`src/rtl/fft_pkg.sv`:
```
// Shared constants and helpers for the FFT datapath blocks.
package fft_pkg;

    localparam int unsigned DefDataW = 16;
    localparam int unsigned DefFracW = 8;

    // Side-band flags that travel with each butterfly transaction.
    typedef struct packed {
        logic inverse;
        logic scale;
    } bf_flags_t;

    // Half-LSB constant for round-half-up before dropping frac_w bits.
    function automatic longint round_const(input int unsigned frac_w);
        if (frac_w == 0) begin
            return longint'(0);
        end
        return longint'(1) << (frac_w - 1);
    endfunction

endpackage

```
`src/rtl/cmplx_mult.sv`:
```
// Two-stage pipelined complex multiplier T = W*B (or conj(W)*B).
// Operand A and the per-transaction flags are carried alongside.
module cmplx_mult
    import fft_pkg::*;
#(
    parameter int unsigned DATA_W = DefDataW,
    parameter int unsigned FRAC_W = DefFracW
) (
    input  logic              clk,
    input  logic              n_rst,
    input  logic              en,
    input  logic              in_valid,
    input  logic [DATA_W-1:0] a_re,
    input  logic [DATA_W-1:0] a_im,
    input  logic [DATA_W-1:0] b_re,
    input  logic [DATA_W-1:0] b_im,
    input  logic [DATA_W-1:0] w_re,
    input  logic [DATA_W-1:0] w_im,
    input  logic              inverse,
    input  logic              scale,
    output logic              valid_s2,
    output logic [DATA_W-1:0] a_re_s2,
    output logic [DATA_W-1:0] a_im_s2,
    output logic [DATA_W+1:0] t_re,
    output logic [DATA_W+1:0] t_im,
    output logic              inverse_s2,
    output logic              scale_s2
);

    localparam int unsigned PW = 2 * DATA_W;
    localparam int unsigned SW = 2 * DATA_W + 1;
    localparam int unsigned TW = DATA_W + 2;
    localparam logic signed [SW-1:0] Rnd = SW'(round_const(FRAC_W));

    logic                     valid_s1;
    logic signed [PW-1:0]     p_rr, p_ii, p_ri, p_ir;
    logic [DATA_W-1:0]        a_re_s1, a_im_s1;
    bf_flags_t                flags_s1;
    logic signed [SW-1:0]     sum_re, sum_im;
    logic [TW-1:0]            t_re_d, t_im_d;

    // S1: the four full-width partial products.
    always_ff @(posedge clk or negedge n_rst) begin
        if (!n_rst) begin
            valid_s1 <= 1'b0;
            p_rr     <= '0;
            p_ii     <= '0;
            p_ri     <= '0;
            p_ir     <= '0;
            a_re_s1  <= '0;
            a_im_s1  <= '0;
            flags_s1 <= '0;
        end else if (en) begin
            valid_s1 <= in_valid;
            p_rr     <= PW'($signed(w_re)) * PW'($signed(b_re));
            p_ii     <= PW'($signed(w_im)) * PW'($signed(b_im));
            p_ri     <= PW'($signed(w_re)) * PW'($signed(b_im));
            p_ir     <= PW'($signed(w_im)) * PW'($signed(b_re));
            a_re_s1  <= a_re;
            a_im_s1  <= a_im;
            flags_s1 <= '{inverse: inverse, scale: scale};
        end
    end

    // S2 combine: conj(W) flips the sign of every w_im term; then round half-up.
    always_comb begin
        if (flags_s1.inverse) begin
            sum_re = SW'(p_rr) + SW'(p_ii);
            sum_im = SW'(p_ri) - SW'(p_ir);
        end else begin
            sum_re = SW'(p_rr) - SW'(p_ii);
            sum_im = SW'(p_ri) + SW'(p_ir);
        end
        t_re_d = TW'((sum_re + Rnd) >>> FRAC_W);
        t_im_d = TW'((sum_im + Rnd) >>> FRAC_W);
    end

    // S2 register: rounded product plus carried operand and flags.
    always_ff @(posedge clk or negedge n_rst) begin
        if (!n_rst) begin
            valid_s2   <= 1'b0;
            t_re       <= '0;
            t_im       <= '0;
            a_re_s2    <= '0;
            a_im_s2    <= '0;
            inverse_s2 <= 1'b0;
            scale_s2   <= 1'b0;
        end else if (en) begin
            valid_s2   <= valid_s1;
            t_re       <= t_re_d;
            t_im       <= t_im_d;
            a_re_s2    <= a_re_s1;
            a_im_s2    <= a_im_s1;
            inverse_s2 <= flags_s1.inverse;
            scale_s2   <= flags_s1.scale;
        end
    end

endmodule

```
`src/rtl/butterfly_pipe.sv`:
```
// Three-stage radix-2 butterfly: Y1 = A + W*B, Y2 = A - W*B, with a global
// stall on output back-pressure. Define BUTTERFLY_SAT_EN to saturate
// out-of-range results instead of wrapping them.
module butterfly_pipe
    import fft_pkg::*;
#(
    parameter int unsigned DATA_W = DefDataW,
    parameter int unsigned FRAC_W = DefFracW
) (
    input  logic              clk,
    input  logic              n_rst,
    input  logic              in_valid,
    output logic              in_ready,
    input  logic [DATA_W-1:0] a_re,
    input  logic [DATA_W-1:0] a_im,
    input  logic [DATA_W-1:0] b_re,
    input  logic [DATA_W-1:0] b_im,
    input  logic [DATA_W-1:0] w_re,
    input  logic [DATA_W-1:0] w_im,
    input  logic              inverse,
    input  logic              scale,
    output logic              out_valid,
    input  logic              out_ready,
    output logic [DATA_W-1:0] y1_re,
    output logic [DATA_W-1:0] y1_im,
    output logic [DATA_W-1:0] y2_re,
    output logic [DATA_W-1:0] y2_im,
    output logic              ovf,
    input  logic              ovf_clr
);

    localparam int unsigned TW = DATA_W + 2;
`ifdef BUTTERFLY_SAT_EN
    localparam logic [DATA_W-1:0] MaxPos = {1'b0, {(DATA_W-1){1'b1}}};
    localparam logic [DATA_W-1:0] MaxNeg = {1'b1, {(DATA_W-1){1'b0}}};
`endif

    logic                 en;
    logic                 valid_s2, inverse_s2, scale_s2;
    logic [DATA_W-1:0]    a_re_s2, a_im_s2;
    logic signed [TW-1:0] t_re, t_im;
    logic signed [TW-1:0] a_re_x, a_im_x;
    logic signed [TW-1:0] res [4];
    logic [DATA_W-1:0]    red [4];
    logic [3:0]           oor;

    // Whole pipe freezes while a result waits for the consumer.
    assign en       = !(out_valid && !out_ready);
    assign in_ready = en;

    cmplx_mult #(
        .DATA_W (DATA_W),
        .FRAC_W (FRAC_W)
    ) u_mult (
        .clk        (clk),
        .n_rst      (n_rst),
        .en         (en),
        .in_valid   (in_valid),
        .a_re       (a_re),
        .a_im       (a_im),
        .b_re       (b_re),
        .b_im       (b_im),
        .w_re       (w_re),
        .w_im       (w_im),
        .inverse    (inverse),
        .scale      (scale),
        .valid_s2   (valid_s2),
        .a_re_s2    (a_re_s2),
        .a_im_s2    (a_im_s2),
        .t_re       (t_re),
        .t_im       (t_im),
        .inverse_s2 (inverse_s2),
        .scale_s2   (scale_s2)
    );

    // S3 combine: add/sub, optional halve, then range-reduce to DATA_W.
    always_comb begin
        a_re_x = TW'($signed(a_re_s2));
        a_im_x = TW'($signed(a_im_s2));
        res[0] = a_re_x + t_re;
        res[1] = a_im_x + t_im;
        res[2] = a_re_x - t_re;
        res[3] = a_im_x - t_im;
        oor    = '0;
        for (int i = 0; i < 4; i++) begin
            if (scale_s2) begin
                res[i] = res[i] >>> 1;
            end
            // In range only if the bits above the DATA_W sign bit all match it.
            oor[i] = (res[i][TW-1:DATA_W-1] != '0) && (res[i][TW-1:DATA_W-1] != '1);
`ifdef BUTTERFLY_SAT_EN
            red[i] = oor[i] ? (res[i][TW-1] ? MaxNeg : MaxPos) : res[i][DATA_W-1:0];
`else
            red[i] = res[i][DATA_W-1:0];
`endif
        end
    end

    // S3 output register, held while stalled.
    always_ff @(posedge clk or negedge n_rst) begin
        if (!n_rst) begin
            out_valid <= 1'b0;
            y1_re     <= '0;
            y1_im     <= '0;
            y2_re     <= '0;
            y2_im     <= '0;
        end else if (en) begin
            out_valid <= valid_s2;
            y1_re     <= red[0];
            y1_im     <= red[1];
            y2_re     <= red[2];
            y2_im     <= red[3];
        end
    end

    // Sticky overflow: a new overflow wins over a same-cycle clear.
    always_ff @(posedge clk or negedge n_rst) begin
        if (!n_rst) begin
            ovf <= 1'b0;
        end else if (en && valid_s2 && (oor != '0)) begin
            ovf <= 1'b1;
        end else if (ovf_clr) begin
            ovf <= 1'b0;
        end
    end

endmodule

```
`config.mk`:
```
export PLATFORM = sky130hd
export DESIGN_NAME = butterfly_pipe
export DESIGN_NICKNAME = d
export VERILOG_FILES = /design/src/rtl/fft_pkg.sv /design/src/rtl/cmplx_mult.sv /design/src/rtl/butterfly_pipe.sv
export SDC_FILE = /design/constraint.sdc
export NUM_CORES = 2
export LEC_CHECK = 0
export CAP_MARGIN = 5
export CELL_PAD_IN_SITES_DETAIL_PLACEMENT = 0
export CELL_PAD_IN_SITES_GLOBAL_PLACEMENT = 1
export CORE_MARGIN = 4
export CORE_UTILIZATION = 35
export CTS_CLUSTER_DIAMETER = 30
export DETAILED_ROUTE_END_ITERATION = 8
export PLACE_DENSITY_LB_ADDON = 0.05
export SYNTH_ARGS = -nofsm -noshare
export SYNTH_HDL_FRONTEND = slang
export SYNTH_HIERARCHICAL = 1
export SYNTH_SLANG_ARGS = --single-unit
```
`constraint.sdc`:
```
create_clock -name clk -period 8.52 [get_ports clk]
set_input_delay 1.278 -clock clk [delete_from_list [all_inputs] [get_ports clk]]
set_output_delay 1.278 -clock clk [all_outputs]
set_load 0.01 [all_outputs]
```
==> metrics.txt <==
Yosys Warn Count 6; layout cells sized above 1 between 8 and 9%; most frequent cells in the layout inv_1 (1133), fa_1 (840), nand2_1 (572); Via-to-Cell Ratio between 4 and 5; unrepaired setup endpoints after global routing no; Fmax 0.130 GHz; Detailed Routing Iterations Pass 1 5; # hold bufs at CTS 0; fraction of the cycle the final worst path needs 90.4%; setup TNS 0 ns; Clk pin slew, worst setup/hold paths approximately 0.040 ns; Initial DRC Count between 1500 and 2000; Hold Path Class flip-flop to flip-flop; crit path time final 7.70 ns; drc violations 0; most common cell after layout, fill and taps aside inv_1; fillers 14700; CTS root buf clkbuf_16; initial antenna violation count 8; Synth Cell Area just over 50000 µm²; setup violators final 0; Worst Tran Pin Value around 1.1 ns; largest net degree at the start of global routing between 150 and 200; Resize count post-CTS 0; max_cap viols 0; TritonCTS Buffers 75; gr ovfl total 0; # H-tree levels 3; register area between 6000 and 7000 µm²; CTS max path bufs 3; initial core utilization 35.4%; CTS tree built; Crit Path Class input pin to flip-flop; area delta synth->final 14.3%; die area ~150000 µm²; first-pass GRT wire length about 240 mm; Core Area 144000 µm²; Syn Area/Cell between 9 and 10 µm²; nets around 7000; fin. max-slew vios 0; CP arrival around 8.3 ns; clk_lat worst skew 0.64 ns; ANT nets after route 0; clock skew 0.0291 ns; post-synthesis cell count 5660; relative slew slack about a quarter; Placer Congestion between 0.8 and 0.9; I/O pin count 170; WL per Instance just under 20 µm; WL final about 150 mm; CP startpoint kind input pin; Multi-input gate area 38900 µm²; Chip Width 390 µm; Crit Path Max Fanout 24; # rows between 100 and 150; die height about 400 µm; DP HPWL ~120 mm; Port-buffer cells 169; Syn Nets approximately 7000; GRT Util Overall about a fifth; Worst Path Required roughly 9.1 ns; status finished, final reports clean; via count 37200; vias in the first global route approximately 40000; endpoint class of the critical path flip-flop; Hold Vio Cnt, Final 0; clock sinks between 200 and 300; postcts setup bufs 0
==> metrics by stage <==
step	instance area [µm²]	hold slack [ns]	worst slack, ns	std cells	utilization [%]
detailed placement	55500	0.490	0.108	7612	38.5
global route	58300	0.510	0.511	7752	40.4
global placement	55500	0.481	0.132	7612	38.5
finish	58300	0.499	0.816	7757	40.4
CTS	58300	0.494	0.761	7750	40.4
floorplan	51000	0.453	1.48	5660	-
==> sequential cells by signal, summed over array words and instances (netlist names), 2 cells and up <==
register	count
u_mult/t_im	18
u_mult/a_im_s2	16
y1_re	16
u_mult/p_rr	26
u_mult/p_ir	26
u_mult/flags_s1	2
u_mult/t_re	18
y1_im	16
u_mult/a_re_s2	16
u_mult/a_im_s1	16
u_mult/p_ri	26
u_mult/p_ii	26
y2_im	16
y2_re	16
u_mult/a_re_s1	16
==> worst paths after layout <==
path	startpoint	cells after the start	to	slack [ns]
setup / recovery	b_re[6]	22	u_mult/p_rr[25]	0.82
hold / removal	u_mult/a_re_s1[1]	1	u_mult/a_re_s2[1]	0.50
setup reg to reg	u_mult/p_ii[5]	18	u_mult/t_re[17]	2.85
hold reg to reg	u_mult/a_re_s1[1]	1	u_mult/a_re_s2[1]	0.50
max in group asynchronous	n_rst	2	u_mult/p_ir[17]	6.36
min in group asynchronous	n_rst	1	u_mult/a_re_s1[0]	0.68
==> layout make-up <==
cell class                 instances  share of cell area (%)
multi-input combinational       3988                    66.7
sequential                       275                    11.8
inverter                        1137                    7.32
timing repair buffer             309                    5.36
tap                             1903                    4.08
clock buffer                      93                    3.54
clock inverter                    45                    1.18
antenna                            7                  0.0300
==> worst max-delay path, stage by stage <==
cell and delay [ns]:
clkdlybuf4s50_1 0.89, buf_4 0.40, and2_1 0.20, fa_1 0.41
inv_1 0.08, fa_1 0.43, fa_1 0.52, inv_1 0.05
fa_1 0.50, fa_1 0.52, inv_1 0.06, fa_1 0.47
inv_1 0.04, ha_1 0.31, nand2_1 0.12, o311ai_0 0.46
a21oi_1 0.13, buf_4 0.17, o211ai_1 0.33, a21oi_1 0.14
xnor2_1 0.46, mux2_2 0.25
==> layer usage <==
layer  vias up  GRT usage (%)  part of all wire, %
li1      17700              -                    -
met3       160           1.80                  3.0
met5         -              0                0.026
met4         6           6.09                  2.7
met2       595           34.1                   47
met1     18700           28.6                   47
Power is left out: the tool's default activity adds up to more than one toggle a clock period on the data nets, which glitch-free logic cannot reach.
